==> config.mk <==
export PLATFORM = sky130hd
export DESIGN_NAME = dino_game_ctrl_flat
export DESIGN_NICKNAME = d
export VERILOG_FILES = /design/src/rtl/dino_pkg.sv /design/src/rtl/dino_game_ctrl_if.sv /design/src/rtl/dino_bcd_counter.sv /design/src/rtl/dino_game_ctrl.sv /design/src/flat_wrapper.sv
export SDC_FILE = /design/constraint.sdc
export NUM_CORES = 1
export LEC_CHECK = 0
export BUFFER_PORTS_ARGS = -buffer_cell sky130_fd_sc_hd__buf_4
export CAP_MARGIN = 20
export CORE_UTILIZATION = 53
export CTS_CLUSTER_SIZE = 10
export DETAILED_ROUTE_END_ITERATION = 7
export GPL_TIMING_DRIVEN = 0
export PLACE_DENSITY = 0.75
export SYNTH_ARGS = -nofsm -noshare
export SYNTH_HDL_FRONTEND = slang
export SYNTH_SLANG_ARGS = --single-unit
export TNS_END_PERCENT = 30
==> constraint.sdc <==
create_clock -name clk -period 2.65 [get_ports clk]
set_clock_uncertainty 0.15 [all_clocks]
set_input_delay 0.795 -clock clk [delete_from_list [all_inputs] [get_ports clk]]
set_output_delay 0.795 -clock clk [all_outputs]
set_load 0.005 [all_outputs]
==> src/rtl/dino_pkg.sv <==
// Shared types and sizing for the Dino Run game sequencer slice.
package dino_pkg;

   typedef enum logic [1:0] {
      ST_ATTRACT = 2'd0,
      ST_RUN     = 2'd1,
      ST_DYING   = 2'd2,
      ST_OVER    = 2'd3
   } game_state_t;

   localparam int unsigned DINO_SPEED_W = 4;
   localparam int unsigned SCORE_DIGITS = 3;
   localparam int unsigned SCORE_W      = 4 * SCORE_DIGITS;

   function automatic logic [2:0] popcount4(input logic [3:0] v);
      return {2'b00, v[0]} + {2'b00, v[1]} + {2'b00, v[2]} + {2'b00, v[3]};
   endfunction

endpackage

==> src/rtl/dino_game_ctrl_if.sv <==
// Control/status bundle between the game sequencer and the rest of the game.
interface dino_game_ctrl_if;
   import dino_pkg::*;

   logic                    start_btn;
   logic                    collision;
   logic [3:0]              wrap_vec;
   game_state_t             state;
   logic                    play_reset;
   logic                    motion_tick;
   logic [DINO_SPEED_W-1:0] speed;
   logic [1:0]              anim_phase;
   logic [SCORE_W-1:0]      score_bcd;
   logic [SCORE_W-1:0]      hi_score_bcd;

   modport master (
      input  start_btn, collision, wrap_vec,
      output state, play_reset, motion_tick, speed, anim_phase, score_bcd, hi_score_bcd
   );

   modport slave (
      output start_btn, collision, wrap_vec,
      input  state, play_reset, motion_tick, speed, anim_phase, score_bcd, hi_score_bcd
   );

endinterface

==> src/rtl/dino_bcd_counter.sv <==
// Multi-digit BCD up-counter with synchronous clear; wrap_o flags the all-nines rollover.
module dino_bcd_counter
   import dino_pkg::*;
(
   input  logic               clk,
   input  logic               reset,
   input  logic               clr_i,
   input  logic               inc_i,
   output logic [SCORE_W-1:0] count_o,
   output logic               wrap_o
);

   logic [SCORE_W-1:0] count_q, count_d;
   logic               carry;

   // Ripple the increment up through the digits; a digit at 9 rolls to 0 and passes the carry on.
   always_comb begin
      count_d = count_q;
      carry   = inc_i;
      for (int unsigned i = 0; i < SCORE_DIGITS; i++) begin
         if (carry) begin
            if (count_q[4*i +: 4] == 4'd9) begin
               count_d[4*i +: 4] = 4'd0;
            end else begin
               count_d[4*i +: 4] = count_q[4*i +: 4] + 4'd1;
               carry             = 1'b0;
            end
         end
      end
      wrap_o = carry & ~clr_i;
      if (clr_i) count_d = '0;
   end

   always_ff @(posedge clk or posedge reset) begin
      if (reset) count_q <= '0;
      else       count_q <= count_d;
   end

   assign count_o = count_q;

endmodule

==> src/rtl/dino_game_ctrl.sv <==
// Dino Run game sequencer: phase FSM, motion-tick divider, start-button sync, speed and scores.
module dino_game_ctrl
   import dino_pkg::*;
#(
   parameter int unsigned TICK_DIV       = 2_000_000,
   parameter int unsigned PASS_PER_LEVEL = 12,
   parameter int unsigned MAX_SPEED      = 8,
   parameter int unsigned DYING_TICKS    = 32
)
(
   input  logic               clk,
   input  logic               reset,
   dino_game_ctrl_if.master   bus
);

   localparam int unsigned DIV_W   = $clog2(TICK_DIV);
   localparam int unsigned DYING_W = (DYING_TICKS > 1) ? $clog2(DYING_TICKS) : 1;

   localparam logic [DIV_W-1:0]        DIV_LAST   = DIV_W'(TICK_DIV - 1);
   localparam logic [DYING_W-1:0]      DYING_LAST = DYING_W'(DYING_TICKS - 1);
   localparam logic [5:0]              PASS_LVL   = 6'(PASS_PER_LEVEL);
   localparam logic [DINO_SPEED_W-1:0] SPEED_MAX  = DINO_SPEED_W'(MAX_SPEED);
   localparam logic [DINO_SPEED_W-1:0] SPEED_ONE  = DINO_SPEED_W'(1);

   logic                    sync1_q, sync2_q, prev_q;
   logic                    btn_rise;
   game_state_t             state_q, state_d;
   logic                    play_reset_q, play_reset_d;
   logic                    motion_tick_q, motion_tick_d;
   logic [DINO_SPEED_W-1:0] speed_q, speed_d;
   logic [1:0]              anim_q, anim_d;
   logic [4:0]              pass_q, pass_d;
   logic [DIV_W-1:0]        div_q, div_d;
   logic [DYING_W-1:0]      dying_q, dying_d;
   logic [SCORE_W-1:0]      hi_q, hi_d;
   logic [SCORE_W-1:0]      score;
   logic                    score_clr, score_inc;
   logic                    div_last;
   logic [5:0]              pass_sum;

   assign btn_rise = sync2_q & ~prev_q;
   assign div_last = (div_q == DIV_LAST);
   assign pass_sum = {1'b0, pass_q} + {3'b000, popcount4(bus.wrap_vec)};

   dino_bcd_counter u_score (
      .clk     (clk),
      .reset   (reset),
      .clr_i   (score_clr),
      .inc_i   (score_inc),
      .count_o (score),
      .wrap_o  ()
   );

   always_comb begin
      state_d       = state_q;
      play_reset_d  = 1'b0;
      motion_tick_d = 1'b0;
      speed_d       = speed_q;
      anim_d        = anim_q;
      pass_d        = pass_q;
      div_d         = div_q;
      dying_d       = dying_q;
      hi_d          = hi_q;
      score_clr     = 1'b0;
      score_inc     = 1'b0;

      unique case (state_q)
         ST_ATTRACT, ST_OVER: begin
            div_d = '0;
            if (btn_rise) begin
               state_d      = ST_RUN;
               play_reset_d = 1'b1;
               score_clr    = 1'b1;
               speed_d      = SPEED_ONE;
               pass_d       = '0;
               anim_d       = '0;
            end
         end

         ST_RUN: begin
            // Collision wins over a coincident tick: that tick is simply never issued.
            if (bus.collision) begin
               state_d = ST_DYING;
               div_d   = '0;
               dying_d = '0;
               if (score > hi_q) hi_d = score;
            end else if (div_last) begin
               div_d         = '0;
               motion_tick_d = 1'b1;
               score_inc     = 1'b1;
               anim_d        = anim_q + 2'd1;
               if (pass_sum >= PASS_LVL) begin
                  pass_d = 5'(pass_sum - PASS_LVL);
                  if (speed_q < SPEED_MAX) speed_d = speed_q + 1'b1;
               end else begin
                  pass_d = pass_sum[4:0];
               end
            end else begin
               div_d = div_q + 1'b1;
            end
         end

         ST_DYING: begin
            if (div_last) begin
               div_d = '0;
               if (dying_q == DYING_LAST) state_d = ST_OVER;
               else                       dying_d = dying_q + 1'b1;
            end else begin
               div_d = div_q + 1'b1;
            end
         end

         default: state_d = ST_ATTRACT;
      endcase
   end

   always_ff @(posedge clk or posedge reset) begin
      if (reset) begin
         sync1_q       <= 1'b0;
         sync2_q       <= 1'b0;
         prev_q        <= 1'b0;
         state_q       <= ST_ATTRACT;
         play_reset_q  <= 1'b0;
         motion_tick_q <= 1'b0;
         speed_q       <= SPEED_ONE;
         anim_q        <= '0;
         pass_q        <= '0;
         div_q         <= '0;
         dying_q       <= '0;
         hi_q          <= '0;
      end else begin
         sync1_q       <= bus.start_btn;
         sync2_q       <= sync1_q;
         prev_q        <= sync2_q;
         state_q       <= state_d;
         play_reset_q  <= play_reset_d;
         motion_tick_q <= motion_tick_d;
         speed_q       <= speed_d;
         anim_q        <= anim_d;
         pass_q        <= pass_d;
         div_q         <= div_d;
         dying_q       <= dying_d;
         hi_q          <= hi_d;
      end
   end

   assign bus.state        = state_q;
   assign bus.play_reset   = play_reset_q;
   assign bus.motion_tick  = motion_tick_q;
   assign bus.speed        = speed_q;
   assign bus.anim_phase   = anim_q;
   assign bus.score_bcd    = score;
   assign bus.hi_score_bcd = hi_q;

endmodule

==> src/flat_wrapper.sv <==
// flat-port wrapper written by rule: the top's interface ports become plain ports
module dino_game_ctrl_flat import dino_pkg::*;
#(
   parameter int unsigned TICK_DIV       = 2_000_000,
   parameter int unsigned PASS_PER_LEVEL = 12,
   parameter int unsigned MAX_SPEED      = 8,
   parameter int unsigned DYING_TICKS    = 32
)
  (clk, reset, bus_start_btn, bus_collision, bus_wrap_vec, bus_state, bus_play_reset, bus_motion_tick, bus_speed, bus_anim_phase, bus_score_bcd, bus_hi_score_bcd);
  dino_game_ctrl_if bus_i ();
  input  logic clk;
  input  logic reset;
  input wire logic [$bits(bus_i.start_btn)-1:0] bus_start_btn;
  input wire logic [$bits(bus_i.collision)-1:0] bus_collision;
  input wire logic [$bits(bus_i.wrap_vec)-1:0] bus_wrap_vec;
  output wire logic [$bits(bus_i.state)-1:0] bus_state;
  output wire logic [$bits(bus_i.play_reset)-1:0] bus_play_reset;
  output wire logic [$bits(bus_i.motion_tick)-1:0] bus_motion_tick;
  output wire logic [$bits(bus_i.speed)-1:0] bus_speed;
  output wire logic [$bits(bus_i.anim_phase)-1:0] bus_anim_phase;
  output wire logic [$bits(bus_i.score_bcd)-1:0] bus_score_bcd;
  output wire logic [$bits(bus_i.hi_score_bcd)-1:0] bus_hi_score_bcd;
  assign bus_i.start_btn = bus_start_btn;
  assign bus_i.collision = bus_collision;
  assign bus_i.wrap_vec = bus_wrap_vec;
  assign bus_state = bus_i.state;
  assign bus_play_reset = bus_i.play_reset;
  assign bus_motion_tick = bus_i.motion_tick;
  assign bus_speed = bus_i.speed;
  assign bus_anim_phase = bus_i.anim_phase;
  assign bus_score_bcd = bus_i.score_bcd;
  assign bus_hi_score_bcd = bus_i.hi_score_bcd;
  dino_game_ctrl #(.TICK_DIV(TICK_DIV), .PASS_PER_LEVEL(PASS_PER_LEVEL), .MAX_SPEED(MAX_SPEED), .DYING_TICKS(DYING_TICKS)) u_core (.clk(clk), .reset(reset), .bus(bus_i));
endmodule
==> impl_metrics.env <==
export IMPL_ys_flop_type="dfrtp_1"
export IMPL_cap_violations=0
export IMPL_vias=3115
export IMPL_cts_buffers=9
export IMPL_yosysSeqAreaShare_pct=43.64
export IMPL_layout_common_cells="67 x dfrtp_1, 55 x buf_4, 32 x nor2_1"
export IMPL_synth_nets=433
export IMPL_comb_power_share_pct=30.2
export IMPL_fp_dieH_um=87.81
export IMPL_clock_latency_ns=0.34
export IMPL_slew_headroom_pct=48.91
export IMPL_synth_warning_count=0
export IMPL_synthToLayoutAreaGrowth_pct=24.53
export IMPL_clkTransAtPathRegs_ns=0.07
export IMPL_antenna_found_initial=0
export IMPL_power_switching_mw=0.9428
export IMPL_path_max_fanout=3
export IMPL_place_gp_congestion=0.8379
export IMPL_drc=0
export IMPL_outcome="complete, but fails checks"
export IMPL_endpoint_kind="register"
export IMPL_die_width_um=87.81
export IMPL_grt_max_degree=42
export IMPL_overflow=0
export IMPL_syn_instance_count=392
export IMPL_critical_path_top_delay_family="adder cells"
export IMPL_dr_pass1_iters=4
export IMPL_synth_edf_count=0
export IMPL_grt_pass1_wl_um=14280
export IMPL_cts_tree="built"
export IMPL_numPortBuffers=41
export IMPL_synth_area_um2=3902
export IMPL_critPathArrivalTime_ns=3.71
export IMPL_drt_vias_per_instance=5.543
export IMPL_fmax_ghz=0.2787
export IMPL_cp_start_kind="primary input"
export IMPL_dp_final_hpwl_um=5601
export IMPL_worstSetupPathType="primary input to register"
export IMPL_htreeDepth=3
export IMPL_power_internal_mw=1.912
export IMPL_wl_per_cell_um=14.61
export IMPL_grt_use_total_pct=23.71
export IMPL_p_sw_share_pct=33.02
export IMPL_violations="setup timing"
export IMPL_synth_cell_types=58
export IMPL_worstMarginPinSlew_ns=0.7594
export IMPL_syn_area_per_cell_um2=9.955
export IMPL_pwr_share_clk_pct=29.3
export IMPL_ioPinCount=42
export IMPL_crit_path_max_incr_delay_ns=0.36
export IMPL_layout_commonest_cell="dfrtp_1"
export IMPL_finalHoldViolCount=0
export IMPL_final_setup_viol_count=7
export IMPL_crit_path_cell_trace="buf_6 > ha_4 > inv_2 > fa_2 > inv_2 > ha_4 > ha_4 > a21o_1 > a21oi_2 > xnor2_2 > ha_2 > nand4b_1 > nor4b_4 > a211oi_2 > buf_4 > nand4_1 > mux2i_1"
export IMPL_cts_root_buf="clkbuf_8"
export IMPL_crit_buf_inv=4
export IMPL_n_antenna_cell=0
export IMPL_grt_pass1_vias=3151
export IMPL_initial_core_util_pct=56.20
export IMPL_fin_nets=502
export IMPL_die_area_um2=7711
export IMPL_drtIter0Drc=120
export IMPL_fillers=533
export IMPL_wl_um=8209
export IMPL_worst_slack_ns=-0.9385
export IMPL_whs_ns=0.2102
export IMPL_ys_async_sr_fraction_pct=100.0
export IMPL_worst_ep_required_time_ns=2.77
export IMPL_p_seq_share_pct=40.5
export IMPL_ant_nets=0
export IMPL_critical_path_slowest_cell="nor4b_4"
export IMPL_row_count=30
export IMPL_timing_final_crit_period_ns=3.589
export IMPL_peakVddDrop_mv=0.3475
export IMPL_coreArea_um2=6944
export IMPL_rsz0062_at_grt="true"
export IMPL_setup_tns_ns=-5.986
export IMPL_p_per_area_nw_per_um2=587.5
export IMPL_ys_seq_elements=68
export IMPL_worstHoldPathType="register to register"
export IMPL_power_leakage_nw=2.294
export IMPL_cts_hold_buf=0
export IMPL_finalCritPeriodShare_pct=135.4
export IMPL_cts_buffer_depth=2
export IMPL_drive_gt1_share_pct=25.97
export IMPL_cts_sinks=68
export IMPL_slew_violations=0
export IMPL_crit_top_cell="ha_4"
==> path summary, 6_finish.rpt <==
| path | from | endpoint | slack, ns | cells after the start |
|---|---|---|---|---|
| setup reg to reg | u_core.pass_q[1] | u_core.bus.speed[2] | 0 | 11 |
| max in group asynchronous | reset | u_core.bus.speed[0] | 1.31 | 3 |
| hold / removal | u_core.sync1_q | u_core.sync2_q | 0.21 | 0 |
| hold reg to reg | u_core.sync1_q | u_core.sync2_q | 0.21 | 0 |
| min in group asynchronous | reset | u_core.dying_q[2] | 0.38 | 2 |
| setup / recovery | bus_wrap_vec[0] | u_core.bus.speed[2] | -0.94 | 17 |
==> cell usage after synthesis (all sizes together), types with 3 or more instances <==
cell type  instances  area, um^2
dfrtp             67        1677
inv               34       127.6
nor2              32       120.1
ha                31       387.9
nand2             31       123.9
nand3             21       110.1
a21oi             18       90.09
xor2              16       140.1
o21ai             13       65.06
nand4             12       90.09
mux2i             11       110.1
mux2               8       90.09
or3                7       43.79
xnor2              7       61.31
a21o               6       45.04
nor2b              6       37.54
and3               5       31.28
clkbuf             5       18.77
nor3               5       36.29
nor4               5       46.29
a31oi              4       25.02
nand2b             4       25.02
and2               3       18.77
nand3b             3       22.52
or4                3       26.27
==> per-layer routing <==
metal	up-vias	global-route usage, %	part of all wire, %
met5	-	0	0
met4	0	9.389	1.3
met3	10	3.582	3.5
met2	54	42.00	52
met1	1529	28.99	44
li1	1522	-	-
==> per-stage QoR <==
| step | instances | utilization [%] | power (mW) | instance area, um^2 | setup slack [ns] |
|---|---|---|---|---|---|
| final | 562 | 69.98 | 2.855 | 4860 | -0.9385 |
| after global routing | 562 | 69.98 | 3.045 | 4860 | -1.042 |
| after CTS | 560 | 69.01 | 2.818 | 4792 | -0.8877 |
| after detailed placement | 530 | 63.89 | 1.917 | 4437 | -1.448 |
| after global placement | 529 | 63.60 | 1.891 | 4417 | -1.383 |
| after floorplan | 392 | - | 1.699 | 3989 | -1.115 |
==> flip-flops by register name (all words and copies together), names as in the netlist, 2 cells and up <==
register,cells
u_core.dying_q,5
u_core.div_q,21
u_core.bus.state,2
u_core.pass_q,5
u_core.bus.anim_phase,2
u_core.bus.hi_score_bcd,12
u_core.u_score.count_o,12
u_core.bus.speed,4
==> power groups by stage <==
stage	Combinational, mW	Clock [mW]	Sequential (mW)
3_3_place_gp	0.723	0	1.17
4_1_cts	0.808	0.857	1.15
6_report	0.861	0.837	1.16
3_5_place_dp	0.745	0	1.17
2_1_floorplan	0.532	0	1.17
5_1_grt	0.966	0.912	1.17
==> cell families after synthesis <==
group / Yosys count / synth area share (%)
buf+inv: 42 / 4.104
fa+ha+maj: 33 / 10.97
mux: 19 / 5.130
simple gates: 146 / 20.78
flops: 68 / 43.64
compound gates: 61 / 10.23
xor+xnor: 23 / 5.162
==> cell type report <==
type                       instances  area [um^2]  area share (%)
inverter                          35        140.1           2.884
clock buffer                      16        200.2           4.119
multi-input combinational        282         2205           45.37
buffer                             7        36.28          0.7467
sequential                        68         1703           35.04
timing repair buffer              58        455.4           9.372
tap                               96        120.1           2.472
==> repair_timing <==
item	in CTS	in global routing
gates cloned	0	0
endpoints found under the setup margin	21	20
pin swaps	19	7
resized for setup	10	11
buffers inserted	14	2
Power figures use the tool's default switching activity.
